File: src/rtl/axis_pkg.sv
// Shared AXI-Stream width-conversion helpers.
// Used by the upsizer (and the matching downsizer) to derive the lane ratio
// and the lane-counter width from the narrow/wide data widths.
package axis_pkg;

    // Ceiling log2, usable in constant expressions.
    function automatic int unsigned clog2(input int unsigned value);
        int unsigned r;
        r = 0;
        while ((32'd1 << r) < value) begin
            r = r + 1;
        end
        return r;
    endfunction

    // Number of narrow lanes carried by one wide beat.
    function automatic int unsigned width_ratio(input int unsigned narrow_width,
                                                input int unsigned wide_width);
        return wide_width / narrow_width;
    endfunction

    // Width of a lane index; at least one bit so RATIO==1 still has a counter.
    function automatic int unsigned lane_index_width(input int unsigned ratio);
        return (ratio > 1) ? clog2(ratio) : 1;
    endfunction

endpackage

File: src/rtl/axis_data_width_upsizer.sv
// Narrow-to-wide AXI-Stream width converter.
// Packs RATIO consecutive narrow beats (lane 0 = least-significant) into one
// wide beat. A tlast beat flushes a partial word with unused lanes' tkeep
// cleared. tuser of the first narrow beat of each wide word is forwarded.
//
// Ports:
//   axis_aclk / axis_reset      : clock, synchronous active-high reset
//   axis_original_*             : narrow input stream (tdata/tkeep/tuser/tvalid/tready/tlast)
//   axis_resize_*               : wide output stream (tdata/tkeep/tuser/tvalid/tready/tlast)
module axis_data_width_upsizer
    import axis_pkg::*;
#(
    parameter int IN_TDATA_WIDTH  = 64,
    parameter int OUT_TDATA_WIDTH = IN_TDATA_WIDTH * 4,
    parameter int TUSER_WIDTH     = 128,
    localparam int IN_TKEEP_WIDTH  = IN_TDATA_WIDTH / 8,
    localparam int OUT_TKEEP_WIDTH = OUT_TDATA_WIDTH / 8
) (
    input  logic                       axis_aclk,
    input  logic                       axis_reset,

    input  logic [IN_TDATA_WIDTH-1:0]  axis_original_tdata,
    input  logic [IN_TKEEP_WIDTH-1:0]  axis_original_tkeep,
    input  logic [TUSER_WIDTH-1:0]     axis_original_tuser,
    input  logic                       axis_original_tvalid,
    output logic                       axis_original_tready,
    input  logic                       axis_original_tlast,

    output logic [OUT_TDATA_WIDTH-1:0] axis_resize_tdata,
    output logic [OUT_TKEEP_WIDTH-1:0] axis_resize_tkeep,
    output logic [TUSER_WIDTH-1:0]     axis_resize_tuser,
    output logic                       axis_resize_tvalid,
    input  logic                       axis_resize_tready,
    output logic                       axis_resize_tlast
);

    localparam int unsigned RATIO = width_ratio(IN_TDATA_WIDTH, OUT_TDATA_WIDTH);
    localparam int unsigned CNT_W = lane_index_width(RATIO);

    if (((IN_TDATA_WIDTH % 8) != 0) || ((OUT_TDATA_WIDTH % IN_TDATA_WIDTH) != 0)) begin : g_bad_params
        $error("axis_data_width_upsizer: widths must be byte multiples with an integer ratio");
    end

    logic [CNT_W-1:0]           cnt;
    logic [OUT_TDATA_WIDTH-1:0] acc_data;
    logic [OUT_TKEEP_WIDTH-1:0] acc_keep;
    logic [TUSER_WIDTH-1:0]     acc_user;

    logic [OUT_TDATA_WIDTH-1:0] out_data;
    logic [OUT_TKEEP_WIDTH-1:0] out_keep;
    logic [TUSER_WIDTH-1:0]     out_user;
    logic                       out_last;
    logic                       out_valid;

    logic [OUT_TDATA_WIDTH-1:0] merged_data;
    logic [OUT_TKEEP_WIDTH-1:0] merged_keep;
    logic [OUT_TKEEP_WIDTH-1:0] flush_keep;
    logic                       accept;
    logic                       last_lane;
    logic                       complete;

    // Ready depends only on the output stage and downstream ready, never on tvalid.
    assign axis_original_tready = !axis_reset && (!out_valid || axis_resize_tready);
    assign accept    = axis_original_tvalid && axis_original_tready;
    assign last_lane = (cnt == CNT_W'(RATIO - 1));
    assign complete  = last_lane || axis_original_tlast;

    // Accumulator with the current beat written into lane cnt; flush_keep
    // additionally clears every lane above cnt for a short final word.
    always_comb begin
        merged_data = acc_data;
        merged_keep = acc_keep;
        for (int unsigned i = 0; i < RATIO; i++) begin
            if (i == 32'(cnt)) begin
                merged_data[i*IN_TDATA_WIDTH +: IN_TDATA_WIDTH] = axis_original_tdata;
                merged_keep[i*IN_TKEEP_WIDTH +: IN_TKEEP_WIDTH] = axis_original_tkeep;
            end
        end
        flush_keep = merged_keep;
        for (int unsigned i = 0; i < RATIO; i++) begin
            if (i > 32'(cnt)) begin
                flush_keep[i*IN_TKEEP_WIDTH +: IN_TKEEP_WIDTH] = '0;
            end
        end
    end

    always_ff @(posedge axis_aclk) begin
        if (axis_reset) begin
            cnt       <= '0;
            acc_data  <= '0;
            acc_keep  <= '0;
            acc_user  <= '0;
            out_data  <= '0;
            out_keep  <= '0;
            out_user  <= '0;
            out_last  <= 1'b0;
            out_valid <= 1'b0;
        end else begin
            if (out_valid && axis_resize_tready) begin
                out_valid <= 1'b0;
            end
            if (accept) begin
                if (cnt == '0) begin
                    acc_user <= axis_original_tuser;
                end
                if (complete) begin
                    // A completion in the same cycle as a handshake overrides the clear above.
                    out_data  <= merged_data;
                    out_keep  <= flush_keep;
                    out_user  <= (cnt == '0) ? axis_original_tuser : acc_user;
                    out_last  <= axis_original_tlast;
                    out_valid <= 1'b1;
                    acc_keep  <= '0;
                    cnt       <= '0;
                end else begin
                    acc_data <= merged_data;
                    acc_keep <= merged_keep;
                    cnt      <= cnt + CNT_W'(1);
                end
            end
        end
    end

    assign axis_resize_tdata  = out_data;
    assign axis_resize_tkeep  = out_keep;
    assign axis_resize_tuser  = out_user;
    assign axis_resize_tvalid = out_valid;
    assign axis_resize_tlast  = out_last;

endmodule

File: config.mk
export PLATFORM = sky130hd
export DESIGN_NAME = axis_data_width_upsizer
export DESIGN_NICKNAME = d
export VERILOG_FILES = /design/src/rtl/axis_pkg.sv /design/src/rtl/axis_data_width_upsizer.sv
export SDC_FILE = /design/constraint.sdc
export NUM_CORES = 1
export LEC_CHECK = 0
export ABC_AREA = 1
export CORE_AREA = 8 8 201 346
export CTS_CLUSTER_DIAMETER = 120
export DETAILED_ROUTE_END_ITERATION = 10
export DIE_AREA = 0 0 209 354
export GPL_TIMING_DRIVEN = 0
export PLACE_DENSITY = 0.81
export SYNTH_ARGS = -nofsm -noshare
export SYNTH_HDL_FRONTEND = slang
export SYNTH_SLANG_ARGS = --single-unit
File: constraint.sdc
create_clock -name axis_aclk -period 4.9 [get_ports axis_aclk]
set_input_delay 0.735 -clock axis_aclk [delete_from_list [all_inputs] [get_ports axis_aclk]]
set_output_delay 0.735 -clock axis_aclk [all_outputs]
set_load 0.005 [all_outputs]
== Word-level counts from Yosys, hierarchy flattened ==
Cells that the tools add are included.

* Register bits: 836
* Bits in latches: 0
* RAM bits: 0
* Bits in read-only memories: 0
* Input port bits: 205
* Output and inout port bits: 419
* Logic and storage cells: 45
* Memories: 0

* $add $sub $neg: 1
* Multiply operators: 0
* Div/mod/pow operators: 0
* Magnitude comparators: 3
* Equal/unequal tests: 4
* Shift-type cells: 0
* Mux-type cells: 17
* Bitwise operators: 1
* Reduce and logical (&&, ||, !) cells: 10

{| class="wikitable"
|+ Operator list
! kind !! count
|-
| 2-to-1 mux 64 bit || 4
|-
| 2-to-1 mux 128 bit || 1
|-
| 2-to-1 mux 8 bit || 7
|-
| 2-to-1 mux 32 bit || 1
|-
| equality test 2 bit, first input constant || 2
|-
| > comparator 2 bit, first input constant || 2
|-
| AND reduction 2 bit || 2
|-
| logical AND 1 bit || 3
|-
| 2-to-1 mux 1 bit || 3
|-
| adder 2 x 1 -> 2 bit, second input constant || 1
|-
| equality test 1 x 2 -> 1 bit, first input constant || 1
|-
| equality test 2 bit, second input constant || 1
|-
| > comparator 1 x 2 -> 1 bit, first input constant || 1
|-
| zero test 1 bit || 2
|-
| zero test 2 bit || 1
|-
| logical OR 1 bit || 2
|-
| 2-to-1 mux 2 bit || 1
|-
| inverter 1 bit || 1
|}

== Logic depth before layout (Yosys ltp) ==
* Word-level depth: 5
* Depth in mapped cells: 11
* Mapped depth without buffers: 8

== Worst setup path after synthesis ==
OpenSTA, ideal clock, no wires.

* Kind: input to register
* From: input axis_reset
* To: register acc_data[100]
* Setup time: 0.113 ns
* Data arrival time: 1.832 ns
* Data required time: 4.787 ns
* Path slack: 2.955 ns
* Stages: 10
* Path buffers: 4
* Path through: buf_2 -> inv_2 -> nand3_4 -> buf_6 -> nor2_4 -> buf_2 -> buf_2 -> nand2_1 -> nand2_1 -> nor2_1

* Cells in the longest elaborated chain, start to end: 4

{| class="wikitable"
|+ Ends and longest elaborated chain
! element !! line !! source
|-
| start: declaration || axis_data_width_upsizer.sv:20 || <nowiki>input logic axis_reset,</nowiki>
|-
| zero test 1 bit || axis_data_width_upsizer.sv:63 || <nowiki>assign axis_original_tready = !axis_reset && (!out_valid || axis_resize_tready);</nowiki>
|-
| logical AND 1 bit || axis_data_width_upsizer.sv:63 ||
|-
| logical AND 1 bit || axis_data_width_upsizer.sv:64 || <nowiki>assign accept = axis_original_tvalid && axis_original_tready;</nowiki>
|-
| AND reduction 2 bit (no line) || n/a ||
|-
| end signal: assignment || axis_data_width_upsizer.sv:116 || <nowiki>acc_data <= merged_data;</nowiki>
|-
| end: declaration || axis_data_width_upsizer.sv:45 || <nowiki>logic [OUT_TDATA_WIDTH-1:0] acc_data;</nowiki>
|}

Several ways; a longest one is shown, not always the timed one.
A chain may end at the register's enable or synchronous reset.

== Final worst setup path ==
* From: register cnt[0]
* To: register acc_data[186]

* Cells in the longest elaborated chain, start to end: 4
* Elaborated cells between the ends (all ways): 6
* Those cells by class: eq/ne (2); mux (1); bitwise (1); reduce/logical (2)

{| class="wikitable"
|+ Ends and longest elaborated chain
! element !! line !! source
|-
| start: declaration || axis_data_width_upsizer.sv:44 || <nowiki>logic [CNT_W-1:0] cnt;</nowiki>
|-
| start signal: assignment || axis_data_width_upsizer.sv:118 || <nowiki>cnt <= cnt + CNT_W'(1);</nowiki>
|-
| equality test 2 bit || axis_data_width_upsizer.sv:65 || <nowiki>assign last_lane = (cnt == CNT_W'(RATIO - 1));</nowiki>
|-
| logical OR 1 bit || axis_data_width_upsizer.sv:66 || <nowiki>assign complete = last_lane || axis_original_tlast;</nowiki>
|-
| inverter 1 bit (no line) || n/a ||
|-
| AND reduction 2 bit (no line) || n/a ||
|}

Several ways; a longest one is shown, not always the timed one.

==> flow_summary.json <==
{
  "drt-total-wl_um": 126500,
  "reg2reg_from": "cnt[0]",
  "yosys_most_used_dff": "dfxtp_1",
  "grt_overflow": 0,
  "final.fill_count": 5750,
  "drc_errors": 0,
  "synth_cells": 5252,
  "drive_gt1_share_pct": 4.729,
  "finalSetupViolations": 0,
  "areaGrowthSynthToFinish_pct": 28.13,
  "die_area_um2": 73990,
  "p_per_area_nw_per_um2": 351.0,
  "r2r_cells": 10,
  "wl_per_cell_um": 18.51,
  "synth.most_common_cell": "nand2_1",
  "outcome": "finished, final reports clean",
  "grt_max_degree": 16,
  "row_count": 124,
  "syn_area_um2": 34570,
  "nets": 6162,
  "critPathKind": "flip-flop to flip-flop",
  "hold_depth": 2,
  "synth_nets": 5463,
  "cts_root_buf": "clkbuf_16",
  "hold_violations": 0,
  "synth_top_area_share_pct": 48.42,
  "period_share_pct": 72.20,
  "start_kind": "flip-flop",
  "max_freq_mhz": 282.7,
  "clk_latency_ps": 630,
  "postCtsHoldBufs": 0,
  "hold_class": "flip-flop to flip-flop",
  "endpoint_kind": "flip-flop",
  "setup-tns-final_ps": 0,
  "critPathArrivalTime_ps": 4070,
  "grt_pass1_wl_um": 190900,
  "startpoint": "cnt[0]",
  "hp-start": "acc_data[252]",
  "max-vdd-ir-drop_v": 0.0003667,
  "synth_edf_count": 0,
  "maxSlewHeadroom_pct": 7.424,
  "vias_per_cell": 5.141,
  "routed-via-count": 35122,
  "slew_violations": 0,
  "dp_hpwl_um": 97880,
  "clockBufferDepth": 3,
  "post_cts_buffers": 0,
  "drt-initial-drc-count": 2519,
  "cap_violations": 0,
  "grt_pass1_vias": 33875,
  "synth_cell_type_count": 20,
  "die_y_um": 354,
  "synthTopCellsByArea": "dfxtp_1 48%, nand2_1 18%, nor2_1 14%",
  "rsz0062_at_grt": "false",
  "dr.pass1.iters": 6,
  "hold_ws_ps": 416.9,
  "htree_levels": 3,
  "ys_ff_latch": 836,
  "syn_area_per_cell_um2": 6.582,
  "fin_crit_ps": 3538,
  "die_w_um": 209,
  "ys_seq_area_share_pct": 48.42,
  "yosys_warnings": 0,
  "antenna_found_initial": 11,
  "cts_resized": 0,
  "path_clk_slew_ps": 60,
  "place_congestion": 0.9439,
  "io_pins": 624,
  "cts_inserted_buffers": 75,
  "cp_max_fo": 10,
  "start_util_pct": 53.30,
  "grtUsageTotal_pct": 33.04,
  "post-synth-top-area-cell": "dfxtp_1",
  "cts_tree": "built",
  "clock_skew_ps": 21.72,
  "tightest_slew_ps": 1389,
  "async_flop_share_pct": 0,
  "portBuffers": 622,
  "yosys-top-cells-count": "1699 x nand2_1, 1334 x nor2_1, 836 x dfxtp_1",
  "clock-sinks": 836,
  "worstPathRequired_ps": 5430,
  "coreArea_um2": 64850,
  "final_antenna_net_count": 0,
  "p_leak_nw": 19.05
}
==> worst max-delay path: stages (launching register included) <==
cell and delay (ps):
dfxtp_1 350, inv_1 130, ha_1 160, clkbuf_1 1010, buf_2 670, clkbuf_1 510, nand2_1 100, o21ai_0 230
nand2_1 110, nand2_1 90, nor2_1 50
==> registers in the layout, summed over array words and instances (netlist names) <==
signal	count
acc_data	256
axis_resize_tdata	256
acc_user	128
axis_resize_tuser	128
acc_keep	32
axis_resize_tkeep	32
cnt	2
axis_resize_tlast	1
axis_resize_tvalid	1
==> power by group <==
| part | switching, mW | internal [mW] | leakage [nW] |
|---|---|---|---|
| combinational | 1.30 | 0.890 | 11.0 |
| clock | 2.64 | 3.36 | 1.21 |
| sequential | 0.183 | 7.16 | 6.83 |
==> final cells by class <==
| class | instances | area [µm²] | share of cell area, % |
|---|---|---|---|
| Antenna cell | 8 | 20.02 | 0.04520 |
| Timing Repair Buffer | 622 | 6226 | 14.06 |
| Inverter | 300 | 1126 | 2.543 |
| Sequential cell | 836 | 16740 | 37.79 |
| Tap cell | 819 | 1025 | 2.314 |
| Multi-Input combinational cell | 3759 | 15100 | 34.10 |
| Clock inverter | 19 | 181.4 | 0.4096 |
| Buffer | 357 | 1603 | 3.619 |
| Clock buffer | 112 | 2271 | 5.127 |
==> worst paths after layout <==
path	endpoint	slack [ps]
min	acc_data[252]	420
min reg2reg	acc_data[252]	420
max	acc_data[186]	1360
max reg2reg	acc_data[186]	1360
==> per-stage QoR <==
step / worst slack [ps] / total power, mW / cells / area [µm²] / util [%]
finish: 1362 / 15.54 / 6832 / 44290 / 68.29
global route: 1344 / 16.11 / 6827 / 44280 / 68.27
CTS: 1489 / 15.57 / 6824 / 44270 / 68.26
detailed placement: 1518 / 9.664 / 6693 / 41820 / 64.48
global placement: 1504 / 9.614 / 6693 / 41820 / 64.48
floorplan: 2955 / 8.614 / 5252 / 34570 / -
==> kinds of logic (layout without fill, tap and decap cells) <==
kind of cell    count (synthesis)  count (layout)  share of synthesized area [%]
compound gates                582             582                          8.427
buf+inv                       657            1410                          7.894
flops                         836             836                          48.42
other cells                     0               8                              0
fa+ha+maj                       6               6                         0.2172
simple gates                 3171            3171                          35.05
==> metal layers <==
metal	global-route usage, %	wire length, µm
met3	9.473	11180
met4	21.52	8956
met2	58.86	61840
met1	33.31	44480
met5	0	27
==> cell usage in the layout (no fill, tap or decap), types with 3 or more instances in the layout <==
cell | Yosys | layout
inv_2 | 3 | 3
clkbuf_8 | 0 | 17
a21oi_1 | 36 | 36
clkinv_2 | 0 | 12
clkbuf_16 | 0 | 79
diode_2 | 0 | 8
buf_2 | 141 | 141
clkdlybuf4s50_1 | 0 | 622
nand3_1 | 129 | 129
o21ai_0 | 546 | 546
buf_1 | 34 | 34
nor2_1 | 1334 | 1334
buf_4 | 21 | 21
clkinvlp_4 | 0 | 3
clkbuf_1 | 160 | 176
nand2_1 | 1699 | 1699
inv_1 | 297 | 297
dfxtp_1 | 836 | 836
bufinv_16 | 0 | 3
ha_1 | 6 | 6
No activity file was read; power rests on OpenSTA's default activity.
